$ cat src/rtl/throu8_seq.sv
// Micro-sequencer for the 8-bit pass-through unit: reads a source register,
// applies clear/move/swap cnt+1 times with feedback, writes the destination.
module throu8_seq #(
    parameter int REG_AW = 3,
    parameter int CNT_W  = 4
) (
    input  logic              i_clk,
    input  logic              i_rst,
    input  logic              i_cmd_valid,
    output logic              o_cmd_ready,
    input  logic [1:0]        i_cmd_op,
    input  logic [REG_AW-1:0] i_cmd_src,
    input  logic [REG_AW-1:0] i_cmd_dst,
    input  logic [CNT_W-1:0]  i_cmd_cnt,
    output logic [REG_AW-1:0] o_rf_raddr,
    input  logic [7:0]        i_rf_rdata,
    output logic              o_rf_we,
    output logic [REG_AW-1:0] o_rf_waddr,
    output logic [7:0]        o_rf_wdata,
    output logic [7:0]        o_dp_oprd,
    output logic              o_dp_clr,
    output logic              o_dp_swap_n_mov,
    input  logic [7:0]        i_dp_tout,
    output logic              o_busy,
    output logic              o_done,
    output logic              o_err
);

    localparam logic [1:0] OP_MOV  = 2'b00;
    localparam logic [1:0] OP_SWAP = 2'b01;
    localparam logic [1:0] OP_CLR  = 2'b10;

    typedef enum logic [2:0] {
        S_IDLE,
        S_RD,
        S_EXEC,
        S_WB,
        S_ERR
    } state_t;

    state_t              r_state;
    state_t              w_next;
    logic [1:0]          r_op;
    logic [REG_AW-1:0]   r_dst;
    logic [REG_AW-1:0]   r_raddr;
    logic [CNT_W-1:0]    r_cnt;
    logic                r_first;
    logic [7:0]          r_result;
    logic                w_accept;

    assign o_cmd_ready = (r_state == S_IDLE) & ~i_rst;
    assign w_accept    = i_cmd_valid & o_cmd_ready;
    assign o_busy      = (r_state != S_IDLE);
    assign o_rf_raddr  = r_raddr;

    always_ff @(posedge i_clk) begin
        if (i_rst) begin
            r_state  <= S_IDLE;
            r_op     <= OP_MOV;
            r_dst    <= '0;
            r_raddr  <= '0;
            r_cnt    <= '0;
            r_first  <= 1'b0;
            r_result <= '0;
        end else begin
            r_state <= w_next;
            if (w_accept) begin
                r_op    <= i_cmd_op;
                r_dst   <= i_cmd_dst;
                r_raddr <= i_cmd_src;
                r_cnt   <= i_cmd_cnt;
                r_first <= 1'b1;
            end
            // Each EXEC cycle folds the unit's output back in as the next operand
            if (r_state == S_EXEC) begin
                r_result <= i_dp_tout;
                r_first  <= 1'b0;
                if (r_cnt != '0)
                    r_cnt <= r_cnt - CNT_W'(1);
            end
        end
    end

    always_comb begin
        w_next          = r_state;
        o_rf_we         = 1'b0;
        o_rf_waddr      = '0;
        o_rf_wdata      = '0;
        o_dp_oprd       = '0;
        o_dp_clr        = 1'b0;
        o_dp_swap_n_mov = 1'b0;
        o_done          = 1'b0;
        o_err           = 1'b0;
        unique case (r_state)
            S_IDLE: begin
                if (w_accept) begin
                    unique case (i_cmd_op)
                        OP_MOV, OP_SWAP: w_next = S_RD;
                        OP_CLR:          w_next = S_EXEC;
                        default:         w_next = S_ERR;
                    endcase
                end
            end
            S_RD: w_next = S_EXEC;
            S_EXEC: begin
                o_dp_clr        = (r_op == OP_CLR);
                o_dp_swap_n_mov = (r_op == OP_SWAP);
                if (r_op != OP_CLR)
                    o_dp_oprd = r_first ? i_rf_rdata : r_result;
                if (r_cnt == '0)
                    w_next = S_WB;
            end
            S_WB: begin
                o_rf_we    = 1'b1;
                o_rf_waddr = r_dst;
                o_rf_wdata = r_result;
                o_done     = 1'b1;
                w_next     = S_IDLE;
            end
            S_ERR: begin
                o_err  = 1'b1;
                o_done = 1'b1;
                w_next = S_IDLE;
            end
            default: w_next = S_IDLE;
        endcase
    end

endmodule

$ cat config.mk
export PLATFORM = sky130hd
export DESIGN_NAME = throu8_seq
export DESIGN_NICKNAME = d
export VERILOG_FILES = /design/src/rtl/throu8_seq.sv
export SDC_FILE = /design/constraint.sdc
export NUM_CORES = 1
export LEC_CHECK = 0
export CAP_MARGIN = 0
export CORE_UTILIZATION = 40
export DETAILED_ROUTE_END_ITERATION = 6
export HOLD_SLACK_MARGIN = 0.12
export PLACE_DENSITY_LB_ADDON = 0.12
export SYNTH_ARGS = -nofsm -noshare
export SYNTH_HDL_FRONTEND = slang
export SYNTH_SLANG_ARGS = --single-unit
$ cat constraint.sdc
create_clock -name i_clk -period 2.1 [get_ports i_clk]
set_input_delay 0.525 -clock i_clk [delete_from_list [all_inputs] [get_ports i_clk]]
set_output_delay 0.525 -clock i_clk [all_outputs]
set_load 0.01 [all_outputs]
== After elaboration in Yosys (flattened, before gate mapping) ==
Cells that the tools add are included.

* Output and inout port bits: 29
* Register bits: 24
* Bits of input ports: 31
* Word-level logic and storage cells: 48

* Bitwise gates (word level): 3
* $add $sub $neg: 1
* Reduce and logical (&&, ||, !) cells: 9
* Mux-type cells: 17
* Equal/unequal tests: 11

{| class="wikitable"
|+ Operators by type and width
! operator !! count
|-
| 8-bit two-way mux || 4
|-
| 4-bit two-way mux || 3
|-
| 3-bit two-way mux || 3
|-
| 3-bit case mux with 3 select lines || 1
|-
| 3-bit by 2-bit == test with 1-bit output, second input constant || 2
|-
| 3-bit case mux with 2 select lines || 1
|-
| 2-bit OR reduction || 3
|-
| 1-bit two-way mux || 5
|-
| 2-bit by 1-bit == test with 1-bit output, second input constant || 2
|-
| 2-bit == test, second input constant || 2
|-
| 4-bit zero test || 1
|-
| 2-bit != test, second input constant || 2
|-
| 4-bit nonzero test || 1
|-
| 4-bit by 1-bit subtractor with 4-bit output, second input constant || 1
|-
| 3-bit by 1-bit == test with 1-bit output, second input constant || 1
|-
| 3-bit == test, second input constant || 1
|-
| 3-bit zero test || 1
|-
| 3-bit nonzero test || 1
|-
| 1-bit AND || 2
|-
| 2-bit zero test || 1
|-
| 2-bit by 1-bit != test with 1-bit output, second input constant || 1
|-
| 2-bit AND reduction || 1
|-
| 1-bit inverter || 1
|}

== Longest topological paths before layout ==
Gate-level depths: netlist of the first run.

* Depth after elaboration: 6
* Mapped depth: 5
* Depth with buffers taken out: 5

== Worst setup path before layout of the first run ==
No wires, ideal clock.

* Kind: flip-flop to output port
* From: register r_state[1]
* To: output port o_dp_swap_n_mov
* Buffers on the path: 2
* Required time: 1.575 ns
* Data arrival time: 1.335 ns
* Stages on the path, launching flop included: 5
* Setup slack: 0.240 ns
* Cells stage by stage: dfxtp_1 > buf_4 > or3b_1 > clkbuf_1 > nor3b_1

* Longest elaborated chain between the ends: 2

{| class="wikitable"
|+ Ends and longest elaborated chain
! what !! RTL line !! RTL
|-
| from (decl) || 41 || <nowiki>state_t r_state;</nowiki>
|-
| from (signal assigned) || 66 || <nowiki>r_state <= w_next;</nowiki>
|-
| 3-bit by 2-bit == test with 1-bit output || 94 || <nowiki>unique case (r_state)</nowiki>
|-
| 1-bit two-way mux || 94 ||
|-
| to (decl) || 22 || <nowiki>output logic o_dp_swap_n_mov,</nowiki>
|}

No other way between the ends.

== Worst setup path in the final report of the first run ==
* From: register r_state[0]
* To: output port o_dp_oprd[3]

* Longest elaborated chain between the ends: 2

{| class="wikitable"
|+ Ends and longest elaborated chain
! what !! RTL line !! RTL
|-
| 3-bit by 2-bit == test with 1-bit output || 94 ||
|-
| 8-bit two-way mux || 94 ||
|-
| to (decl) || 20 || <nowiki>output logic [7:0] o_dp_oprd,</nowiki>
|}

No other way between the ends.

==> flow_results.org, run 1 <==
** CTS
- No sink is reached through more buffers than the 2 on the longest clock path.
- TritonCTS Buffers :: 3
- Clock-pin slew on the worst setup and hold paths :: 120 ps
- The tree is rooted in a clkbuf_4.
- H-Tree Level Count :: 1
- TritonCTS built the clock tree.
- Number of clock sinks :: 24
- The clock reaches the later pin of the worst-skew pair after 300 ps.
- Hold-fix buffer count after cts :: 0

** Outcome
- Violated checks :: DRC
- The run finished, with violations left.

** Logic synthesis
- Cell area after synthesis :: 1230 um^2
- During synthesis, Yosys emitted a total of 0 warnings.
- Library cells used by synthesis :: 33
- In this run the mean area of a mapped cell was 8.41 um^2.
- Flop and latch count out of synthesis :: 24
- Share of the yosys chip area belonging to registers :: 0.391
- Counting every net in the synthesized netlist gives 178.
- Cell count after synthesis :: 146

** Placed design
- Prior to clock tree synthesis, the placed netlist has a worst setup slack of -118 ps.
- HPWL after detailed placement :: 2.53 mm
- Port bufs :: 59
- Routability-driven placement finished with a final weighted congestion of 0.833.
- Counting tap cells, the placed design contains a total of 240 instances.

** Final layout
- Most common cell after layout, fill and taps aside :: clkdlybuf4s50_1
- Top library cells by usage in the layout, fill and taps aside :: clkdlybuf4s50_1 (33), dfxtp_1 (21), nand2_1 (16), clkbuf_2 (15), buf_4 (15)
- At the end of the flow, the number of nets in the layout was 250.
- Share of layout cells above drive strength 1 :: 0.264
- Area grow syn2layout :: 53.4%
- ANT cells :: 0
- The finished layout holds 247 standard cells, fillers aside.
- Fill count :: 247
- For this run, the share of the core covered by cells in the final layout is 0.666.

** Worst setup path
- The worst setup path is captured at an output port.
- By startpoint and endpoint, the worst setup path is classified as reg -> out.
- Data on the critical path is required at its endpoint by 1570 ps.
- The worst register-to-register path has a depth of 5.
- For the worst setup path, the data arrival time is 1500 ps.
- Highest fanout seen on the critical path :: 4
- STA classifies the critical path startpoint as a flop.

** Pwr
- Combinational power share :: 0.319
- Peak VDD IR :: 506 uV
- The analysis attributes to cell leakage a power of 0.787 nW.
- Part of the power in the clock network :: 0.182
- Dividing total power by cell area gives a power density of 558 nW/um^2.
- Summing internal, switching and leakage power gives 0.00105 W.
- The internal power of the cells totals 0.000750 W.
- Of the total power, the share spent switching nets is 0.286.
- Relative contribution of sequential cells to total power :: 0.499
- The analysis attributes to net switching a power of 0.000300 W.

** Timing
- Setup repair after global routing missed its margin :: yes
- Accumulated negative setup slack :: 0 ps
- Worst Clk Skew :: 5.31 ps
- Fin. max-slew vios :: 0
- Final setup violation count :: 0
- After layout, the worst setup slack is 75.5 ps.
- In this run the tightest slew margin relative to its limit is 0.713.
- Shortest clock period the worst path allows after layout :: 2020 ps
- Measured slew at the worst slew-check pin :: 420 ps
- FMAX :: 494 MHz
- Number of failing hold endpoints at the final stage :: 0
- Dividing the final minimum period by the clock period gives 0.964.

** Global routing
- First-pass GRT wire length :: 5.47 mm
- Entering global routing, the biggest net connects 25 pins.
- After global routing the overflow that remains totals 0.
- Via count of the first global-routing pass :: 1,261
- Across every metal layer, demand over resource in global routing totals 0.218.
- Antenna violations before repair :: 0

** Floorplanning
- Die outline area :: 3290 um^2
- Vert. Die Dim :: 57.4 um
- I/O pin cnt :: 60
- The initial utilization of the core area, before any placement, comes to 0.434.
- Area of the core region :: 2830 um^2
- After floorplanning, the core was divided into 19 placement rows.
- The die is 57.4 um wide.

** Min path
- In this run the worst hold path is classified as reg -> reg.
- Along the worst hold path, the cell count comes to 2.

** Drt
- In the routed design, unresolved DRC markers number 4.
- Mean number of vias per cell :: 5.28
- The pre-antenna-repair detailed-routing pass consisted of 6 iterations.
- Number of design-rule violations left by the first detailed-router iteration :: 41
- In this run the remaining antenna-violating nets after routing total 0.
- Across all layers, the routed design uses 1,304 vias.
- WL final :: 3.36 mm
- Routed length per placed instance :: 13.6 um

** Job
- The tool flagged a number of max-cap violations equal to 0.
## state kept, by name, summed over array words and instances (netlist names)
register and count:
r_result 8, r_cnt 4, o_rf_raddr 3, r_dst 3
r_state 3, r_op 2, r_first 1
## stage by stage
stage,hold WS [ps],cell area [um^2]
2_1_floorplan,444,1230
3_3_place_gp,453,1920
3_5_place_dp,468,1920
4_1_cts,486,1970
5_1_grt,498,1880
6_report,482,1880
## final cells by class
type,count,area [um^2],share of cell area
inverters,4,15.0,0.00797
multi-input cells,110,717,0.381
flip-flops and latches,24,484,0.257
well taps,31,38.8,0.0206
clock buffers,3,22.5,0.0120
repair buffers,75,606,0.322
## cell usage after synthesis
cell type / n / area share
mux2i_1: 8 / 0.065
a311oi_1: 1 / 0.0071
nand2_1: 17 / 0.052
inv_1: 4 / 0.012
dfxtp_1: 24 / 0.39
a2111oi_0: 1 / 0.0071
buf_1: 2 / 0.0061
xnor2_1: 1 / 0.0071
or2_2: 1 / 0.0051
buf_4: 1 / 0.0061
or3_1: 3 / 0.015
nand2_2: 1 / 0.0051
nand2b_1: 2 / 0.010
o221ai_1: 1 / 0.0071
nor2_1: 10 / 0.031
mux2_2: 6 / 0.055
a31oi_1: 1 / 0.0051
or3b_1: 1 / 0.0071
and2_1: 12 / 0.061
or4_1: 1 / 0.0061
clkbuf_1: 4 / 0.012
a221oi_1: 3 / 0.021
nor3b_1: 3 / 0.018
or3b_2: 1 / 0.0071
a32oi_1: 3 / 0.021
a21oi_1: 10 / 0.041
o21ai_0: 7 / 0.029
nand3_1: 1 / 0.0041
buf_2: 1 / 0.0041
ha_1: 1 / 0.010
and3b_1: 1 / 0.0071
nor3_1: 4 / 0.016
nor2b_1: 9 / 0.046
## critical path, stage by stage, from the launching register on
cell and delay [ps]:
dfxtp_2 370, nor3b_4 210, nand2_2 110, buf_4 150, nor2_1 80, dlygate4sd2_1 260
## cells by family after synthesis
kind of cell / after synthesis / share of synthesized area
xor gates and xnor gates: 1 / 0.00714
muxes: 14 / 0.120
DFF: 24 / 0.391
adders and majority gates: 1 / 0.0102
buffers and inverters: 12 / 0.0408
and+or+nand+nor: 67 / 0.292
AOI/OAI and AO/OA: 27 / 0.139
## timing repair
| action | CTS | global route |
|---|---|---|
| endpoints found under the hold margin | 0 | 0 |
| pin swaps | 2 | 2 |
| endpoints found under the setup margin | 26 | 21 |
| resized for setup | 54 | 30 |
| setup buffers | 3 | 1 |
## path summary, 6_finish.rpt
check | from | slack [ps] | to
setup / recovery | r_state[0] | 80 | o_dp_oprd[3]
hold / removal | r_result[1] | 480 | r_result[1]
setup reg to reg | r_state[2] | 340 | r_cnt[3]
hold reg to reg | r_result[1] | 480 | r_result[1]
## routing by layer
layer	track usage	up-vias	share of wire
met4	0.0767	0	0.011
met1	0.240	603	0.41
met3	0.0680	4	0.084
met5	0	-	0
li1	-	651	-
met2	0.394	46	0.50
## power groups by stage
stage                     logic, W  clock network [W]  registers [W]
after CTS                 0.000334           0.000202       0.000522
after global routing      0.000365           0.000225       0.000530
after floorplan           0.000173                  0       0.000528
after global placement    0.000319                  0       0.000530
after detailed placement  0.000330                  0       0.000532
final                     0.000335           0.000191       0.000524
Power figures use the tool's default switching activity.
==> inputs of run 2 (changes only) <==
- CAP_MARGIN: 0 -> not set
==> results of run 2 <==
No change in the layout: final DEF, timing and power equal those of run 1.
